<file path="src/rtl/bus_pkg.sv">
`default_nettype none
//==============================================================================
// Module   : bus_pkg
// Purpose  : Shared state encoding, master indices and constants for the
//            HC800 memory bus arbiter.
// Revision : 1.0 - initial release
//==============================================================================
package bus_pkg;

    typedef enum logic [1:0] {
        ST_IDLE = 2'd0,
        ST_BUSY = 2'd1,
        ST_DONE = 2'd2
    } state_t;

    localparam int M_VIDEO = 0;
    localparam int M_CPU   = 1;
    localparam int M_DMA   = 2;

    localparam logic [7:0] ERR_DATA = 8'hFF;

endpackage
`default_nettype wire

</file>
<file path="src/rtl/bus_arbiter_if.sv">
`default_nettype none
//==============================================================================
// Module   : bus_arbiter_if
// Purpose  : Master-side request bundle and memory-side strobes of the arbiter.
// Revision : 1.0 - initial release
//==============================================================================
interface bus_arbiter_if #(
    parameter int ADDR_W = 16
) ();

    logic [2:0]          req;
    logic [2:0]          we;
    logic [3*ADDR_W-1:0] addr;
    logic [23:0]         wdata;
    logic [2:0]          ack;
    logic                err;
    logic [7:0]          rdata;
    logic                mem_req;
    logic                mem_we;
    logic [ADDR_W-1:0]   mem_addr;
    logic [7:0]          mem_wdata;
    logic                mem_ack;
    logic [7:0]          mem_rdata;

    // The arbiter itself
    modport slave (
        input  req, we, addr, wdata, mem_ack, mem_rdata,
        output ack, err, rdata, mem_req, mem_we, mem_addr, mem_wdata
    );

    // The masters together with the memory they share
    modport master (
        output req, we, addr, wdata, mem_ack, mem_rdata,
        input  ack, err, rdata, mem_req, mem_we, mem_addr, mem_wdata
    );

endinterface
`default_nettype wire

</file>
<file path="src/rtl/bus_arb_select.sv">
`default_nettype none
//==============================================================================
// Module   : bus_arb_select
// Purpose  : Combinational winner pick: video first unless blocked, then
//            CPU/DMA in round-robin order. One-hot grant output.
// Revision : 1.0 - initial release
//==============================================================================
module bus_arb_select
    import bus_pkg::*;
(
    input  logic [2:0] i_req,
    input  logic       i_rr_dma,
    input  logic       i_vid_block,
    output logic [2:0] o_grant
);

    always_comb begin
        o_grant = '0;
        if (i_req[M_VIDEO] && !i_vid_block) begin
            o_grant[M_VIDEO] = 1'b1;
        end else if (i_rr_dma) begin
            if (i_req[M_DMA])      o_grant[M_DMA] = 1'b1;
            else if (i_req[M_CPU]) o_grant[M_CPU] = 1'b1;
        end else begin
            if (i_req[M_CPU])      o_grant[M_CPU] = 1'b1;
            else if (i_req[M_DMA]) o_grant[M_DMA] = 1'b1;
        end
    end

endmodule
`default_nettype wire

</file>
<file path="src/rtl/bus_arbiter.sv">
`default_nettype none
//==============================================================================
// Module   : bus_arbiter
// Purpose  : Three-master HC800 memory bus arbiter; one transfer at a time
//            with video starvation limit and memory timeout.
// Revision : 1.0 - initial release
//==============================================================================
module bus_arbiter
    import bus_pkg::*;
#(
    parameter int ADDR_W    = 16,
    parameter int VID_BURST = 4,
    parameter int TIMEOUT   = 15
) (
    input  logic         bus_clk,
    input  logic         bus_reset,
    bus_arbiter_if.slave bus
);

    localparam int                   c_BURST_W   = $clog2(VID_BURST + 1);
    localparam logic [c_BURST_W-1:0] c_BURST_MAX = c_BURST_W'(VID_BURST);
    localparam logic [7:0]           c_TMO_LAST  = 8'(TIMEOUT - 1);

    state_t                r_state,     w_state_nxt;
    logic [2:0]            r_winner,    w_winner_nxt;
    logic [2:0]            r_ack,       w_ack_nxt;
    logic                  r_err,       w_err_nxt;
    logic [7:0]            r_rdata,     w_rdata_nxt;
    logic                  r_mem_req,   w_mem_req_nxt;
    logic                  r_mem_we,    w_mem_we_nxt;
    logic [ADDR_W-1:0]     r_mem_addr,  w_mem_addr_nxt;
    logic [7:0]            r_mem_wdata, w_mem_wdata_nxt;
    logic                  r_rr_dma,    w_rr_dma_nxt;
    logic [c_BURST_W-1:0]  r_burst,     w_burst_nxt;
    logic [7:0]            r_tcnt,      w_tcnt_nxt;

    logic                  w_lower_req;
    logic                  w_vid_block;
    logic [2:0]            w_grant;
    logic [ADDR_W-1:0]     w_addr_arr  [3];
    logic [7:0]            w_wdata_arr [3];
    logic [ADDR_W-1:0]     w_sel_addr;
    logic [7:0]            w_sel_wdata;

    for (genvar gi = 0; gi < 3; gi++) begin : g_split
        assign w_addr_arr[gi]  = bus.addr[gi*ADDR_W +: ADDR_W];
        assign w_wdata_arr[gi] = bus.wdata[gi*8 +: 8];
    end

    // Blocking video only matters while a lower master waits; otherwise a
    // lone video requester would stall forever on a saturated count.
    assign w_lower_req = bus.req[M_CPU] | bus.req[M_DMA];
    assign w_vid_block = (r_burst == c_BURST_MAX) && w_lower_req;

    bus_arb_select u_select (
        .i_req       (bus.req),
        .i_rr_dma    (r_rr_dma),
        .i_vid_block (w_vid_block),
        .o_grant     (w_grant)
    );

    always_comb begin
        w_sel_addr  = '0;
        w_sel_wdata = '0;
        for (int i = 0; i < 3; i++) begin
            if (w_grant[i]) begin
                w_sel_addr  = w_sel_addr  | w_addr_arr[i];
                w_sel_wdata = w_sel_wdata | w_wdata_arr[i];
            end
        end
    end

    always_comb begin
        w_state_nxt     = r_state;
        w_winner_nxt    = r_winner;
        w_ack_nxt       = '0;
        w_err_nxt       = 1'b0;
        w_rdata_nxt     = r_rdata;
        w_mem_req_nxt   = r_mem_req;
        w_mem_we_nxt    = r_mem_we;
        w_mem_addr_nxt  = r_mem_addr;
        w_mem_wdata_nxt = r_mem_wdata;
        w_rr_dma_nxt    = r_rr_dma;
        w_burst_nxt     = r_burst;
        w_tcnt_nxt      = r_tcnt;
        case (r_state)
            ST_IDLE: begin
                if (|w_grant) begin
                    w_winner_nxt    = w_grant;
                    w_mem_req_nxt   = 1'b1;
                    w_mem_we_nxt    = |(bus.we & w_grant);
                    w_mem_addr_nxt  = w_sel_addr;
                    w_mem_wdata_nxt = w_sel_wdata;
                    w_tcnt_nxt      = '0;
                    w_state_nxt     = ST_BUSY;
                    if (w_grant[M_VIDEO]) begin
                        w_burst_nxt = w_lower_req ? r_burst + c_BURST_W'(1) : '0;
                    end else begin
                        w_burst_nxt  = '0;
                        w_rr_dma_nxt = w_grant[M_CPU];
                    end
                end
            end
            ST_BUSY: begin
                if (bus.mem_ack) begin
                    w_rdata_nxt   = bus.mem_rdata;
                    w_ack_nxt     = r_winner;
                    w_mem_req_nxt = 1'b0;
                    w_state_nxt   = ST_DONE;
                end else if (r_tcnt == c_TMO_LAST) begin
                    w_tcnt_nxt    = r_tcnt + 8'd1;
                    w_rdata_nxt   = ERR_DATA;
                    w_err_nxt     = 1'b1;
                    w_ack_nxt     = r_winner;
                    w_mem_req_nxt = 1'b0;
                    w_state_nxt   = ST_DONE;
                end else begin
                    w_tcnt_nxt = r_tcnt + 8'd1;
                end
            end
            ST_DONE: w_state_nxt = ST_IDLE;
            default: w_state_nxt = ST_IDLE;
        endcase
    end

    always_ff @(posedge bus_clk) begin
        if (bus_reset) begin
            r_state     <= ST_IDLE;
            r_winner    <= '0;
            r_ack       <= '0;
            r_err       <= 1'b0;
            r_rdata     <= '0;
            r_mem_req   <= 1'b0;
            r_mem_we    <= 1'b0;
            r_mem_addr  <= '0;
            r_mem_wdata <= '0;
            r_rr_dma    <= 1'b0;
            r_burst     <= '0;
            r_tcnt      <= '0;
        end else begin
            r_state     <= w_state_nxt;
            r_winner    <= w_winner_nxt;
            r_ack       <= w_ack_nxt;
            r_err       <= w_err_nxt;
            r_rdata     <= w_rdata_nxt;
            r_mem_req   <= w_mem_req_nxt;
            r_mem_we    <= w_mem_we_nxt;
            r_mem_addr  <= w_mem_addr_nxt;
            r_mem_wdata <= w_mem_wdata_nxt;
            r_rr_dma    <= w_rr_dma_nxt;
            r_burst     <= w_burst_nxt;
            r_tcnt      <= w_tcnt_nxt;
        end
    end

    assign bus.ack       = r_ack;
    assign bus.err       = r_err;
    assign bus.rdata     = r_rdata;
    assign bus.mem_req   = r_mem_req;
    assign bus.mem_we    = r_mem_we;
    assign bus.mem_addr  = r_mem_addr;
    assign bus.mem_wdata = r_mem_wdata;

endmodule
`default_nettype wire

</file>
<file path="src/flat_wrapper.sv">
// flat-port wrapper written by rule: the top's interface ports become plain ports
module bus_arbiter_flat import bus_pkg::*;
#(
    parameter int ADDR_W    = 16,
    parameter int VID_BURST = 4,
    parameter int TIMEOUT   = 15
)
  (bus_clk, bus_reset, bus_req, bus_we, bus_addr, bus_wdata, bus_mem_ack, bus_mem_rdata, bus_ack, bus_err, bus_rdata, bus_mem_req, bus_mem_we, bus_mem_addr, bus_mem_wdata);
  bus_arbiter_if #(.ADDR_W(ADDR_W)) bus_i ();
  input  logic bus_clk;
  input  logic bus_reset;
  input wire logic [$bits(bus_i.req)-1:0] bus_req;
  input wire logic [$bits(bus_i.we)-1:0] bus_we;
  input wire logic [$bits(bus_i.addr)-1:0] bus_addr;
  input wire logic [$bits(bus_i.wdata)-1:0] bus_wdata;
  input wire logic [$bits(bus_i.mem_ack)-1:0] bus_mem_ack;
  input wire logic [$bits(bus_i.mem_rdata)-1:0] bus_mem_rdata;
  output wire logic [$bits(bus_i.ack)-1:0] bus_ack;
  output wire logic [$bits(bus_i.err)-1:0] bus_err;
  output wire logic [$bits(bus_i.rdata)-1:0] bus_rdata;
  output wire logic [$bits(bus_i.mem_req)-1:0] bus_mem_req;
  output wire logic [$bits(bus_i.mem_we)-1:0] bus_mem_we;
  output wire logic [$bits(bus_i.mem_addr)-1:0] bus_mem_addr;
  output wire logic [$bits(bus_i.mem_wdata)-1:0] bus_mem_wdata;
  assign bus_i.req = bus_req;
  assign bus_i.we = bus_we;
  assign bus_i.addr = bus_addr;
  assign bus_i.wdata = bus_wdata;
  assign bus_i.mem_ack = bus_mem_ack;
  assign bus_i.mem_rdata = bus_mem_rdata;
  assign bus_ack = bus_i.ack;
  assign bus_err = bus_i.err;
  assign bus_rdata = bus_i.rdata;
  assign bus_mem_req = bus_i.mem_req;
  assign bus_mem_we = bus_i.mem_we;
  assign bus_mem_addr = bus_i.mem_addr;
  assign bus_mem_wdata = bus_i.mem_wdata;
  bus_arbiter #(.ADDR_W(ADDR_W), .VID_BURST(VID_BURST), .TIMEOUT(TIMEOUT)) u_core (.bus_clk(bus_clk), .bus_reset(bus_reset), .bus(bus_i));
endmodule
</file>
<file path="config.mk">
export PLATFORM = sky130hd
export DESIGN_NAME = bus_arbiter_flat
export DESIGN_NICKNAME = d
export VERILOG_FILES = /design/src/rtl/bus_pkg.sv /design/src/rtl/bus_arbiter_if.sv /design/src/rtl/bus_arb_select.sv /design/src/rtl/bus_arbiter.sv /design/src/flat_wrapper.sv
export SDC_FILE = /design/constraint.sdc
export NUM_CORES = 1
export LEC_CHECK = 0
export ABC_AREA = 1
export CORE_AREA = 2 2 84 86
export CTS_CLUSTER_SIZE = 40
export DETAILED_ROUTE_END_ITERATION = 7
export DIE_AREA = 0 0 86 88
export DONT_BUFFER_PORTS = 1
export HOLD_SLACK_MARGIN = 0.02
export SLEW_MARGIN = 15
export SYNTH_ARGS = -nofsm -noshare
export SYNTH_HDL_FRONTEND = slang
export SYNTH_SLANG_ARGS = --single-unit
</file>
<file path="constraint.sdc">
create_clock -name bus_clk -period 1.4 [get_ports bus_clk]
set_clock_uncertainty 0.05 [all_clocks]
set_input_delay 0.21 -clock bus_clk [delete_from_list [all_inputs] [get_ports bus_clk]]
set_output_delay 0.21 -clock bus_clk [all_outputs]
set_load 0.02 [all_outputs]
</file>
==> results.cfg <==
[detailed_routing]
vias = 3157
first_pass_iters = 5
ant_nets = 0
viasPerCell = 5.490
drt_wl_total_mm = 9.343
wl_per_cell_um = 16.25
drc = 0
drt-initial-drc-count = 189

[yosys]
synthTopCellsByArea = dfxtp_1 (38%), nand2_1 (13%), nand3_1 (9.0%)
ys_warn_count = 0
ys_seq_area_share_pct = 37.88
synthDominantCellAreaShare_pct = 37.88
synthCells = 430
synth_nets = 523
syn_area_um2 = 2907
yosysUniqueCellTypes = 31
synth_seq_cells = 55
avgSynthCellArea_um2 = 6.759
yosysTopAreaCell = dfxtp_1

[worst_setup_path]
startpoint_type = register
worst_setup_path_end_kind = register
worst-setup-path-type = reg -> reg
arrival_ps = 1670
slowest_stage = dfxtp_2
critical_path.top_delay_family = simple AND/OR/NAND/NOR gates
critical_path.max_fanout = 7
r2r_setup_slack_ps = -70
cp.required_ps = 1600
critical_path.cell_chain = inv_2 -> ha_4 -> nand2_2 -> inv_2 -> nand2_4 -> nand2_4 -> nand2_4 -> nor2_8 -> clkbuf_16 -> nand2_4 -> nand3b_1
crit_top_cell = nand2_4
slowest_delay_ps = 340
critPathBufInv = 3

[clocking]
cts_root_buffer = clkbuf_8
numCtsBuffers = 5
cts_buffer_depth = 2
path_clk_slew_ps = 100
htree_levels = 2
cts_tree = done
worstSkewPairLatency_ps = 310
clkSinkCount = 55

[grt]
grtUsageTotal_pct = 22.50
grt_pass1_wl_mm = 13.66
antenna_found_initial = 0
overflow = 0
grt_max_degree = 28
grt_pass1_vias = 3023

[timing]
setup_ws_ps = -67.27
slew_headroom_pct = 68.78
tightestPinTransition_ps = 468.2
fin_crit_sh_pct = 104.8
max_freq_mhz = 681.5
finalHoldViolations = 0
setup_viol = 26
setup_tns_ps = -542.5
post-route-min-period_ps = 1467
rsz0062_at_grt = yes
maxSlewViolCount = 0

[layout]
drive_gt1_share_pct = 23.84
diodes = 0
multi_input_area_um2 = 1753
fill_cells = 570
regArea_um2 = 1107
nets = 587
synthToLayoutAreaGrowth_pct = 39.47
final_cell_area_um2 = 4054

[die]
coreArea_um2 = 6644
start_util_pct = 43.75
ios = 127
core.rowCount = 30
dieArea_um2 = 7568
fp.dieW_um = 86
die_y_um = 88

[place]
port_buffers = 0
hpwl_mm = 5.377
placed_area_um2 = 3067
gp_congestion = 0.8437

[pwr]
max-vdd-ir-drop_uv = 460.9
p_per_area_nw_per_um2 = 923.0
cellLeakagePower_nw = 1.853

[status]
status = finished with violations
violations = setup timing

[min_path]
hold_path.class = in -> reg

[job]
maxCapViolCount = 0
## worst paths after layout
check                startpoint                       to  depth (start not counted)
max           u_core.r_burst[1]  u_core.bus.mem_addr[13]                         11
min                 bus_addr[1]   u_core.bus.mem_addr[1]                          4
max reg2reg   u_core.r_burst[1]  u_core.bus.mem_addr[13]                         11
min reg2reg  u_core.r_winner[0]        u_core.bus.ack[0]                          2
## area by class of cell
type | instances | area share, %
clock buffer | 6 | 1.790
clock inverter | 2 | 0.3086
inverter | 58 | 5.370
multi-input combinational | 299 | 43.24
sequential | 55 | 27.31
tap | 80 | 2.469
timing repair buffer | 75 | 19.51
## per-layer routing
metal / share of wire (%) / track usage [%] / routed length, µm / up-vias
li1: - / - / - / 1522
met1: 37 / 24.61 / 3474 / 1443
met2: 51 / 41.72 / 4804 / 161
met5: 0 / 0 / 0 / -
met4: 2.8 / 8.514 / 264 / 0
met3: 8.6 / 5.749 / 799 / 31
## registers in the layout (all words and copies together), names as in the netlist
name and flops:
u_core.r_state 2, u_core.r_winner 3, u_core.bus.mem_we 1, u_core.bus.mem_wdata 8, u_core.r_rr_dma 1, u_core.r_tcnt 8
u_core.bus.err 1, u_core.bus.ack 3, u_core.bus.mem_addr 16, u_core.r_burst 3, u_core.bus.rdata 8, u_core.bus.mem_req 1
## cell families (layout without fill, tap and decap cells)
| family | Yosys count | in the layout | share of synthesized area, % |
|---|---|---|---|
| flip-flops | 55 | 55 | 37.88 |
| buffers and inverters | 79 | 141 | 11.19 |
| XOR/XNOR | 1 | 1 | 0.3014 |
| AND/OR/NAND/NOR | 248 | 251 | 41.07 |
| adder cells (fa/ha/maj) | 4 | 4 | 1.722 |
| AO/OA/AOI/OAI | 43 | 43 | 7.835 |
## timing repair
item / in CTS / in global routing
hold buffers: 42 / 0
gates cloned: 4 / 3
endpoints found under the hold margin: 24 / 0
buffers inserted: 5 / 7
endpoints found under the setup margin: 29 / 46
gates resized for setup: 23 / 63
pin swaps: 13 / 21
## power by group
part	switching [mW]	leakage (nW)	internal [mW]
clock	0.527	0.0412	0.352
combinational	0.507	1.36	0.437
sequential	0.220	0.453	1.70
## cells in the mapped netlist (all sizes together)
library cell / n
nand2: 109
inv: 58
dfxtp: 55
nand3: 52
nor2: 36
nand4: 23
o21ai: 22
nand3b: 20
a21oi: 17
clkbuf: 11
buf: 10
nor3: 5
ha: 4
and2: 1
and3: 1
nor4: 1
o21a: 1
o21bai: 1
o22ai: 1
o31ai: 1
xor2: 1
## placed cells by master, fill, tap and decap left out, types with 9 or more instances in the layout
cell type,Yosys,routed
nand2_1,103,81
dfxtp_1,55,50
inv_1,56,49
nand3_1,52,42
dlygate4sd3_1,0,42
nor2_1,33,31
nand4_1,23,23
buf_4,2,22
nand3b_1,20,20
o21ai_0,21,18
nand2_2,5,17
nand2_4,1,11
a21oi_2,1,10
nand3_2,0,10
inv_2,2,9
## worst reg2reg max path, stage by stage (launching register included)
cell and delay, ps:
dfxtp_2 340, inv_2 70, ha_4 130, nand2_2 50, inv_2 60, nand2_4 60
nand2_4 100, nand2_4 80, nor2_8 140, clkbuf_16 190, nand2_4 50, nand3b_1 100
## stage by stage
stage,instances,setup slack [ps],hold WS (ps),util [%],total power [mW]
2_1_floorplan,430,-12.06,237.8,-,2.388
3_3_place_gp,506,-68.36,236.8,46.16,2.555
3_5_place_dp,506,-92.59,238.3,46.16,2.562
4_1_cts,565,-59.40,33.28,55.97,3.586
5_1_grt,575,-148.8,36.68,61.02,3.923
6_report,575,-67.27,45.15,61.02,3.742
Note: power is estimated with default switching activity, not from simulation.
